### config.mk
export PLATFORM = sky130hd
export DESIGN_NAME = spi_master
export DESIGN_NICKNAME = d
export VERILOG_FILES = /design/src/rtl/spi_master.sv
export SDC_FILE = /design/constraint.sdc
export NUM_CORES = 1
export LEC_CHECK = 0
export BUFFER_PORTS_ARGS = -buffer_cell sky130_fd_sc_hd__buf_2
export CORE_MARGIN = 1.5
export CORE_UTILIZATION = 40
export CTS_BUF_LIST = sky130_fd_sc_hd__clkbuf_4 sky130_fd_sc_hd__clkbuf_8 sky130_fd_sc_hd__clkbuf_16
export CTS_CLUSTER_DIAMETER = 150
export CTS_CLUSTER_SIZE = 20
export DETAILED_ROUTE_END_ITERATION = 16
export GPL_TIMING_DRIVEN = 0
export PLACE_DENSITY = 0.72
export RECOVER_POWER = 25
export SYNTH_ARGS = -nofsm -noshare
export SYNTH_HDL_FRONTEND = slang
export SYNTH_SLANG_ARGS = --single-unit
### constraint.sdc
create_clock -name clk -period 2.85 [get_ports clk]
set_input_delay 0.285 -clock clk [delete_from_list [all_inputs] [get_ports clk]]
set_output_delay 0.285 -clock clk [all_outputs]
set_load 0.01 [all_outputs]
### src/rtl/spi_master.sv
// SPI master: serialises 10-bit command words MSB-first under SS_n and, for
// read-data commands, shifts an 8-bit response in from miso.
module spi_master #(
  parameter int RD_WAIT  = 2,
  parameter int IDLE_GAP = 1
) (
  input  logic       clk,
  input  logic       rst,
  input  logic       cmd_valid,
  input  logic [9:0] cmd_word,
  output logic       cmd_ready,
  input  logic       miso,
  output logic       SS_n,
  output logic       MOSI,
  output logic       busy,
  output logic [7:0] rd_data,
  output logic       rd_valid
);

  typedef enum logic [2:0] {
    IDLE, START, CMD, SHIFT, HOLD, WAIT, READ, GAP
  } state_t;

  localparam logic [3:0] WAIT_LAST = 4'(RD_WAIT - 1);
  localparam logic [3:0] GAP_LAST  = 4'(IDLE_GAP - 1);

  state_t     state, state_nxt;
  logic [3:0] cnt, cnt_nxt;
  logic [9:0] word;
  logic [6:0] shreg;
  logic       ss_nxt, mosi_nxt;
  logic       gap_last, accept, read_done;

  // The last GAP cycle also accepts, so a new frame can start on the edge
  // that ends the gap and SS_n stays high for exactly IDLE_GAP cycles.
  assign gap_last  = (state == GAP) && (cnt == GAP_LAST);
  assign cmd_ready = (state == IDLE) || gap_last;
  assign busy      = !cmd_ready;
  assign accept    = cmd_valid && cmd_ready;
  assign read_done = (state == READ) && (cnt == 4'd7);

  always_comb begin
    state_nxt = state;
    case (state)
      IDLE:    if (cmd_valid) state_nxt = START;
      START:   state_nxt = CMD;
      CMD:     state_nxt = SHIFT;
      SHIFT:   if (cnt == 4'd9) state_nxt = (word[9:8] == 2'b11) ? WAIT : HOLD;
      HOLD:    state_nxt = GAP;
      WAIT:    if (cnt == WAIT_LAST) state_nxt = READ;
      READ:    if (cnt == 4'd7) state_nxt = GAP;
      GAP:     if (cnt == GAP_LAST) state_nxt = cmd_valid ? START : IDLE;
      default: state_nxt = IDLE;
    endcase

    if ((state_nxt != state) || (state_nxt == IDLE)) cnt_nxt = 4'd0;
    else cnt_nxt = cnt + 4'd1;

    // Outputs are decoded from the upcoming state so the registers present
    // them in the same cycle that state becomes current.
    ss_nxt   = (state_nxt == IDLE) || (state_nxt == GAP);
    mosi_nxt = 1'b0;
    case (state_nxt)
      CMD:     mosi_nxt = word[9];
      SHIFT:   mosi_nxt = word[4'd9 - cnt_nxt];
      default: mosi_nxt = 1'b0;
    endcase
  end

  always_ff @(posedge clk or posedge rst) begin
    if (rst) begin
      state <= IDLE;
      cnt   <= 4'd0;
    end else begin
      state <= state_nxt;
      cnt   <= cnt_nxt;
    end
  end

  always_ff @(posedge clk or posedge rst) begin
    if (rst) begin
      word     <= 10'd0;
      shreg    <= 7'd0;
      rd_data  <= 8'd0;
      rd_valid <= 1'b0;
      SS_n     <= 1'b1;
      MOSI     <= 1'b0;
    end else begin
      if (accept) word <= cmd_word;
      if (state == READ) shreg <= {shreg[5:0], miso};
      // The eighth bit goes straight into rd_data on the edge that leaves READ.
      if (read_done) rd_data <= {shreg, miso};
      rd_valid <= read_done;
      SS_n     <= ss_nxt;
      MOSI     <= mosi_nxt;
    end
  end

endmodule

# Word level (Yosys, flattened, before mapping)

Cells that the tools add are included.

Bits in registers: 35
Input port bits: 14
Output and inout port bits: 13
Word-level logic and storage cells: 48

$add $sub $neg: 2
$lt $le $gt $ge: 1
Eq/ne operators: 15
Multiplexer cells: 12
Reductions and logical operators: 10

Operators by type and width:

| cell                                               | count |
|---|---|
| one-hot mux 3 bit (8 select lines)                 | 1 |
| == test 3 bit, second input constant               | 5 |
| 2-to-1 mux 3 bit                                   | 5 |
| == test 3 x 2 -> 1 bit, second input constant      | 4 |
| logical NOT 3 bit                                  | 2 |
| < comparator 4 x 5 -> 1 bit, second input constant | 1 |
| adder 4 x 1 -> 4 bit, second input constant        | 1 |
| binary-select mux 1 bit (select 4 bit)             | 1 |
| == test 4 x 1 -> 1 bit, second input constant      | 1 |
| == test 4 x 3 -> 1 bit, second input constant      | 1 |
| == test 4 bit, second input constant               | 1 |
| logical NOT 4 bit                                  | 1 |
| 2-to-1 mux 4 bit                                   | 1 |
| subtractor 4 bit, first input constant             | 1 |
| == test 3 x 1 -> 1 bit, second input constant      | 1 |
| logical AND 1 bit                                  | 3 |
| logical OR 1 bit                                   | 3 |
| 2-to-1 mux 1 bit                                   | 3 |
| inequality test 3 bit                              | 1 |
| == test 2 bit, second input constant               | 1 |
| one-hot mux 1 bit (2 select lines)                 | 1 |
| logical NOT 1 bit                                  | 1 |

# Logic depth before layout (Yosys ltp)

Gate-level depths: netlist of the first run.

Word-level depth: 11
Depth in mapped cells: 14
Gate-level depth less buffers: 13

# Worst setup path before layout of the first run

No wires, ideal clock.

Kind: reg2reg
Start point: register cnt[0]
End point: register MOSI
Setup time: 0.092 ns
Data arrival time: 2.644 ns
Data required time: 2.758 ns
Slack: 0.114 ns
Cell stages (with the launch flop): 14
Buffers on the path: 1
Clock period less this slack: 2.736 ns
Cell sequence: dfrtp_1 clkbuf_1 inv_1 ha_1 nor3b_1 o22ai_1 or2_4 and2_1 inv_1 ha_1 mux4_2 o21ai_0 a22o_1 o31ai_2

Longest elaborated chain between the ends: 10
Elaborated cells between the ends (all ways): 20
Those cells by class: add/sub: 2; eq/ne: 6; mux: 9; reduce/logical: 3

RTL lines:

| item                                                              | line | text |
|---|---|---|
| from (decl)                                                       | 28   | `logic [3:0] cnt, cnt_nxt;` |
| from (signal assigned)                                            | 76   | `cnt <= cnt_nxt;` |
| == test 4 x 3 -> 1 bit, or another cell as far along              | 51   | `READ: if (cnt == 4'd7) state_nxt = GAP;` |
| 2-to-1 mux 3 bit (on tied branches)                               | n/a  |  |
| one-hot mux 3 bit (8 select lines)                                | 44   | `case (state)` |
| inequality test 3 bit / logical NOT 3 bit (equally long branches) | 56   | `if ((state_nxt != state) \|\| (state_nxt == IDLE)) cnt_nxt = 4'd0;` |
| logical OR 1 bit                                                  | 56   |  |
| 2-to-1 mux 4 bit *                                                | 56   |  |
| via cnt_nxt[2]                                                    | 28   |  |
| subtractor 4 bit *                                                | 65   | `SHIFT: mosi_nxt = word[4'd9 - cnt_nxt];` |
| binary-select mux 1 bit (select 4 bit) *                          | 65   |  |
| 2-to-1 mux 1 bit (not written as such) *                          | 65   |  |
| one-hot mux 1 bit (2 select lines) *                              | 63   | `case (state_nxt)` |
| via mosi_nxt                                                      | 31   | `logic ss_nxt, mosi_nxt;` |
| to (signal assigned)                                              | 95   | `MOSI <= mosi_nxt;` |
| to (decl)                                                         | 14   | `output logic MOSI,` |

Mark *: on every way through the listed nets, which the timed path passes. The rest lies on a longest branch. The select of a mux whose other input is x is not followed.
A chain may end at the register's enable or synchronous reset.

# Final worst setup path of the first run

Start point: register cnt[1]
End point: register MOSI

The elaborated chain is that of the path after synthesis.

==> results.md, run 1 <==
- Most frequent cells in the layout: dfrtp_1 (34), buf_2 (28), mux2_2 (25)
- Ant diodes: 0
- Worst path required time: 3040 ps
- Leak Pwr: 1.054 nW
- CTS Buf Count: 5
- Post-route setup TNS: 0 ps
- CTS root buf: clkbuf_8
- Seq pwr share: 31.9%
- Synth top area share: 49.45%
- Register clock-pin slew on the reported worst setup and hold paths: 70 ps
- Synthesized instance count: 144
- I/O Buffers: 26
- Iter 0 DRT Violations: 46
- Worst-Skew Late Latency: 290 ps
- Commonest non-fill, non-tap cell in the layout: dfrtp_1
- Final core utilization: 51.37%
- Routed vias/inst: 5.409
- Average size of a mapped cell: 11.95 µm²
- Gp weighted congestion: 0.8812
- CORE AREA: 4058 µm²
- Top_reg_cell synth: dfrtp_1
- Clk_skew: 6.616 ps
- # DRC: 0
- Fin. Hold Viols: 0
- Switching Share: 37.38%
- R2R cell count: 12
- Critical path fanouts, max: 5
- Number of global-route vias before repair: 1217
- Die area: 4703 µm²
- Biggest area consumer among synthesized cells: dfrtp_1
- Initial core utilization: 42.40%
- Drt total wl: 3371 µm
- Flops & latches, synth: 35
- Fmax: 360.4 MHz
- Yosys warns: 0
- Clk pwr share: 16.5%
- Initial antenna violation count: 0
- Layout fillers: 347
- DP Wirelength: 2335 µm
- Max-cap viol count: 0
- Gate power share: 51.6%
- Setup violators final: 0
- Crit Path Category: flip-flop to flip-flop
- Final hold slack: 223.0 ps
- CP Launch Type: flip-flop
- First-pass DRT Iterations: 4
- Total internal power: 0.001459 W
- Multi-input logic area: 812.0 µm²
- I/O pin count: 27
- Htree depth: 2
- Worst slew pin tran: 1282 ps
- # hold bufs at CTS: 0
- Register area share after synthesis: 50.98%
- First-pass GRT wire length: 5375 µm
- P per Cell Area: 1118 nW/µm²
- Nets: 199
- FF+latch area: 877.1 µm²
- Crit share post-route: 97.35%
- Synth area leaders: dfrtp_1 (49%), mux2_2 (16%), ha_1 (2.9%)
- Die width: 68.58 µm
- Largest net degree at the start of global routing: 36
- DR vias: 1255
- Layout cell share with drive strength beyond 1: 47.25%
- Area delta synth->final: 21.16%
- Longest Clk Path Bufs: 2
- Netlist Area Pre-Place: 1720 µm²
- WL per Instance: 14.53 µm
- WHS Path Cells: 2
- Synth async-reset ratio: 100.0%
- Fin crit period: 2775 ps
- Outcome: finished, final reports clean
- Worst ir drop on vdd: 634.0 µV
- Die height: 68.58 µm
- Remaining antenna violation count: 0
- R2R Setup Slk: 80 ps
- TritonCTS clock tree: built
- Hold Crit Start: cmd_word[5]
- Final Cell Area: 2085 µm²
- CP Capture Type: flip-flop
- Worst EP arrival: 2960 ps
- Remaining global-route overflow: 0
- Hold Crit Endpoint: word[5]
- # rows: 23
- Num Clock Sinks: 35
- Dpl cell area: 1913 µm²
- Min-Delay Path Class: input pin to flip-flop
- Post-Synthesis Net Count: 162
- RR Endpoint: MOSI
- Slew Limit Headroom: 14.43%
- Worst R2R Start: cnt[1]
- Library cells used by synthesis: 44
- Final max-slew violation count: 0
- Overall routing resource usage: 15.76%
- Switching power: 0.0008712 W
- EDFF count, synth: 0
==> registers in the layout (all words and copies together), names as in the netlist <==
register / flops
MOSI: 1
SS_n: 1
cnt: 4
rd_data: 8
rd_valid: 1
shreg: 7
state: 3
word: 10
==> layer usage <==
| metal | share of wire, % | vias up | global-route usage, % |
|---|---|---|---|
| met4 | 1.9 | 0 | 7.500 |
| met3 | 5.5 | 10 | 4.383 |
| met5 | 0 | - | 0 |
| met2 | 48 | 43 | 25.48 |
| met1 | 44 | 613 | 19.41 |
| li1 | - | 589 | - |
==> worst max-delay path: stages (launching register included) <==
cell	delay [ps]
dfrtp_1	410
inv_2	90
ha_4	130
or3b_4	380
a32o_2	260
or2_4	270
and2_4	140
inv_2	50
ha_4	210
mux4_2	210
o21ai_0	70
a22o_1	220
o31ai_2	240
==> metrics by stage <==
step / power (W) / setup WS, ps / std cells
2_1_floorplan: 0.001567 / 114.3 / 144
3_3_place_gp: 0.001746 / -200.9 / 220
3_5_place_dp: 0.001785 / -217.2 / 220
4_1_cts: 0.002250 / 5.836 / 229
5_1_grt: 0.002483 / -22.85 / 232
6_report: 0.002331 / 75.41 / 232
==> worst max path at each step <==
stage	from	to
finish	cnt[1]	MOSI
detailed placement	cnt[0]	MOSI
global route	cnt[1]	MOSI
CTS	cnt[1]	MOSI
floorplan	cnt[0]	MOSI
global placement	cnt[0]	MOSI
==> area by class of cell <==
class / count / area share, %
inverter: 11 / 1.981
sequential: 35 / 42.08
clock buffer: 7 / 4.322
tap: 50 / 3.001
timing repair buffer: 30 / 7.683
buffer: 5 / 1.561
multi-input combinational: 93 / 38.96
clock inverter: 1 / 0.4202
==> synthesized netlist by cell type (all sizes together) (3+ instances only) <==
cell type and count:
nor2b 3, nand3 4, mux2 25, inv 11
o21ai 5, dfrtp 34, buf 4, and3b 3
a21oi 5, nor2 7, ha 4, nand2 6
==> power by group through the flow <==
stage          logic, W  clock network, W  registers, W
4_1_cts         0.00112          0.000391      0.000738
3_5_place_dp    0.00104                 0      0.000747
6_report        0.00120          0.000384      0.000744
2_1_floorplan  0.000842                 0      0.000725
5_1_grt         0.00131          0.000412      0.000765
3_3_place_gp    0.00101                 0      0.000739
==> cells by family (layout without fill, tap and decap cells) <==
logic type / after synthesis / in the layout / share of synthesized area, %
compound gates: 25 / 25 / 10.84
buf+inv: 16 / 54 / 4.072
simple gates: 35 / 35 / 12.00
flops: 35 / 35 / 50.98
xor+xnor: 3 / 3 / 1.528
fa+ha+maj: 4 / 4 / 2.909
mux: 26 / 26 / 17.67
==> timing repair <==
| item | CTS | global route |
|---|---|---|
| setup endpoints to repair | 1 | 1 |
| pin swaps | 2 | 3 |
| gates resized for setup | 4 | 8 |
| setup buffers | 1 | 3 |
| endpoints found under the hold margin | 0 | 0 |
(Power assumes the default switching activity.)
==> run 2, diff against run 1 <==
--- a/config.mk
+++ b/config.mk
@@ -6,6 +6,7 @@
 export NUM_CORES = 1
 export LEC_CHECK = 0
 export BUFFER_PORTS_ARGS = -buffer_cell sky130_fd_sc_hd__buf_2
+export CORE_ASPECT_RATIO = 0.9
 export CORE_MARGIN = 1.5
 export CORE_UTILIZATION = 40
 export CTS_BUF_LIST = sky130_fd_sc_hd__clkbuf_4 sky130_fd_sc_hd__clkbuf_8 sky130_fd_sc_hd__clkbuf_16
==> run 2 against run 1 <==
Combinational power barely moved. Clock-buffer cell count grew 1. Maximum frequency is 1.7% higher. Final area hardly changed. Sequential power barely moved. Final cell count fell by 0.43%. Worst hold slack gained 10 ps. Critical path depth unchanged. Flip-flop and latch count stayed put. Critical endpoint unchanged.
==> results.md, run 2 (synthesis gave the netlist of run 1 again) <==
- Outcome: finished, final reports clean
- Nets: 200 (+0.50%)
- # rows: 22 (-4.3%)
- Worst EP arrival: 2920 ps (-40 ps)
- Met3 usage: 3.528% (-0.86 points)
- I/O Buffers: 26 (unchanged)
- Largest regs: word (10), rd_data (8), shreg (7)
- Iter 0 DRT Violations: 127 (+180%)
- First-pass DRT Iterations: 4 (unchanged)
- Total internal power: 0.001491 W (+2.2%)
- Seq pwr share: 31.9% (about the same)
- Remaining antenna violation count: 0 (unchanged)
- Initial antenna violation count: 0 (unchanged)
- Leak Pwr: 1.058 nW (+0.37%)
- Min-Delay Path Class: input pin to flip-flop
- Htree depth: 2 (unchanged)
- Switching power: 0.0008410 W (-3.5%)
- Critical path fanouts, max: 5 (unchanged)
- Grt peak-use layer: met1
- Die width: 72.13 µm (+5.2%)
- Post-route setup TNS: 0 ps (unchanged)
- DR vias: 1226 (-2.3%)
- CORE AREA: 4101 µm² (+1.1%)
- WL per Instance: 12.94 µm (-11%)
- Max-cap viol count: 0 (unchanged)
- Routed vias/inst: 5.307 (-1.9%)
- Remaining global-route overflow: 0 (unchanged)
- Die area: 4704 µm² (about the same)
- Worst slew pin tran: 1243 ps (-39.03 ps)
- Layout Cells excl Fill: 231 (-0.43%)
- Final max-slew violation count: 0 (unchanged)
- Register clock-pin slew on the reported worst setup and hold paths: 60 ps (about the same)
- CP Launch Type: flip-flop
- GRT met1 Usage: 20.85% (+1.4 points)
- Die height: 65.22 µm (-4.9%)
- First-pass GRT wire length: 5326 µm (-0.91%)
- Fmax: 366.5 MHz (+1.7%)
- Num Clock Sinks: 35 (unchanged)
- Setup violators final: 0 (unchanged)
- # hold bufs at CTS: 0 (unchanged)
- Overall routing resource usage: 14.84% (-0.92 points)
- Switching Share: 36.06% (-1.3 points)
- M2 GR Usage: 20.49% (-5.0 points)
- R2R Setup Slk: 120 ps (+50 ps)
- Layout cell share with drive strength beyond 1: 47.54% (+0.29 points)
- Max reg flops: 10 (unchanged)
- Fin. Hold Viols: 0 (unchanged)
- Clk_skew: 3.671 ps (-2.945 ps)
- Slew Limit Headroom: 17.03% (+2.6 points)
- Drt total wl: 2989 µm (-11%)
- # placed instances: 218 (-0.91%)
- Number of global-route vias before repair: 1154 (-5.2%)
- Largest Register: word
- Crit Path Category: flip-flop to flip-flop
- Most frequent cells in the layout: dfrtp_1 (34), buf_2 (29), mux2_2 (25)
- P per Cell Area: 1120 nW/µm² (+0.14%)
- Worst path required time: 3040 ps (about the same)
- Area delta synth->final: 21.09% (about the same)
- Largest net degree at the start of global routing: 36 (unchanged)
- Final core utilization: 50.79% (-0.58 points)
- TritonCTS clock tree: built
- Fin crit period: 2728 ps (-46.21 ps)
- Worst-Skew Late Latency: 280 ps (about the same)
- Gp weighted congestion: 0.8306 (-5.7%)
- CTS root buf: clkbuf_8
- Initial core utilization: 41.95% (-0.45 points)
- Clk pwr share: 16.7% (+0.2 points)
- CTS Buf Count: 5 (unchanged)
- DP Wirelength: 2111 µm (-9.6%)
- Longest Clk Path Bufs: 2 (unchanged)
- # DRC: 0 (unchanged)
- Ant diodes: 0 (unchanged)
- Crit share post-route: 95.73% (-1.6 points)
- Commonest non-fill, non-tap cell in the layout: dfrtp_1
- I/O pin count: 27 (unchanged)
- Gate power share: 51.4% (-0.2 points)
- CP Capture Type: flip-flop
- Worst ir drop on vdd: 682.2 µV (+7.6%)
[run 2: worst paths after layout]
check / startpoint / end / cells after the start
worst min register to register: word[6] / word[6] / 1
worst max register to register: cnt[1] / MOSI / 12
worst min-delay path: cmd_word[5] / word[5] / 2
max in group asynchronous: rst / rd_data[4] / 2
min in group asynchronous: rst / rd_data[0] / 2
worst max-delay path: cnt[1] / MOSI / 12
[run 2: power by group through the flow]
stage | registers (W) | clock network (W) | logic [W]
floorplan | 0.000725 | 0 | 0.000842
global placement | 0.000747 | 0 | 0.00102
detailed placement | 0.000752 | 0 | 0.00102
CTS | 0.000742 | 0.000404 | 0.00109
global route | 0.000770 | 0.000431 | 0.00133
finish | 0.000744 | 0.000390 | 0.00120
[run 2: layer usage]
metal  wire, µm  vias to the layer above
met1       1391                      594
met3        141                        6
met2       1378                       36
li1           -                      590
met4         77                        0
met5          0                        -
[run 2: metrics by stage]
step                      hold WS [ps]  power (W)  instance area [µm²]  setup slack, ps
final                            233.0   0.002332                 2083            121.6
after floorplan                  435.6   0.001567                 1720            114.3
after detailed placement         490.7   0.001777                 1911           -256.4
after global routing             220.2   0.002532                 2083           -19.23
after global placement           485.5   0.001772                 1911           -243.8
after CTS                        219.8   0.002238                 2042            10.36
[run 2: area by class of cell]
type | instances | area [µm²]
fillers | 351 | 2018
repair buffers | 31 | 167.7
flip-flops and latches | 35 | 877.1
clock buffers | 8 | 103.9
multi-input cells | 93 | 803.3
inverters | 11 | 41.29
plain buffers | 5 | 30.03
well taps | 48 | 60.06
[run 2: repair_timing]
item                       CTS  global route
pin swaps                    0             4
buffers inserted             1             4
resized for setup            4             6
setup endpoints to repair    1             1
[run 2: critical path, stage by stage, from the launching register on]
cell     delay, ps
dfrtp_1        390
inv_2           60
ha_2           170
or3b_4         390
a32o_2         270
or2_4          250
and2_4         150
inv_2           60
ha_4           210
mux4_2         210
o21ai_1         60
a22o_1         240
o31ai_2        180
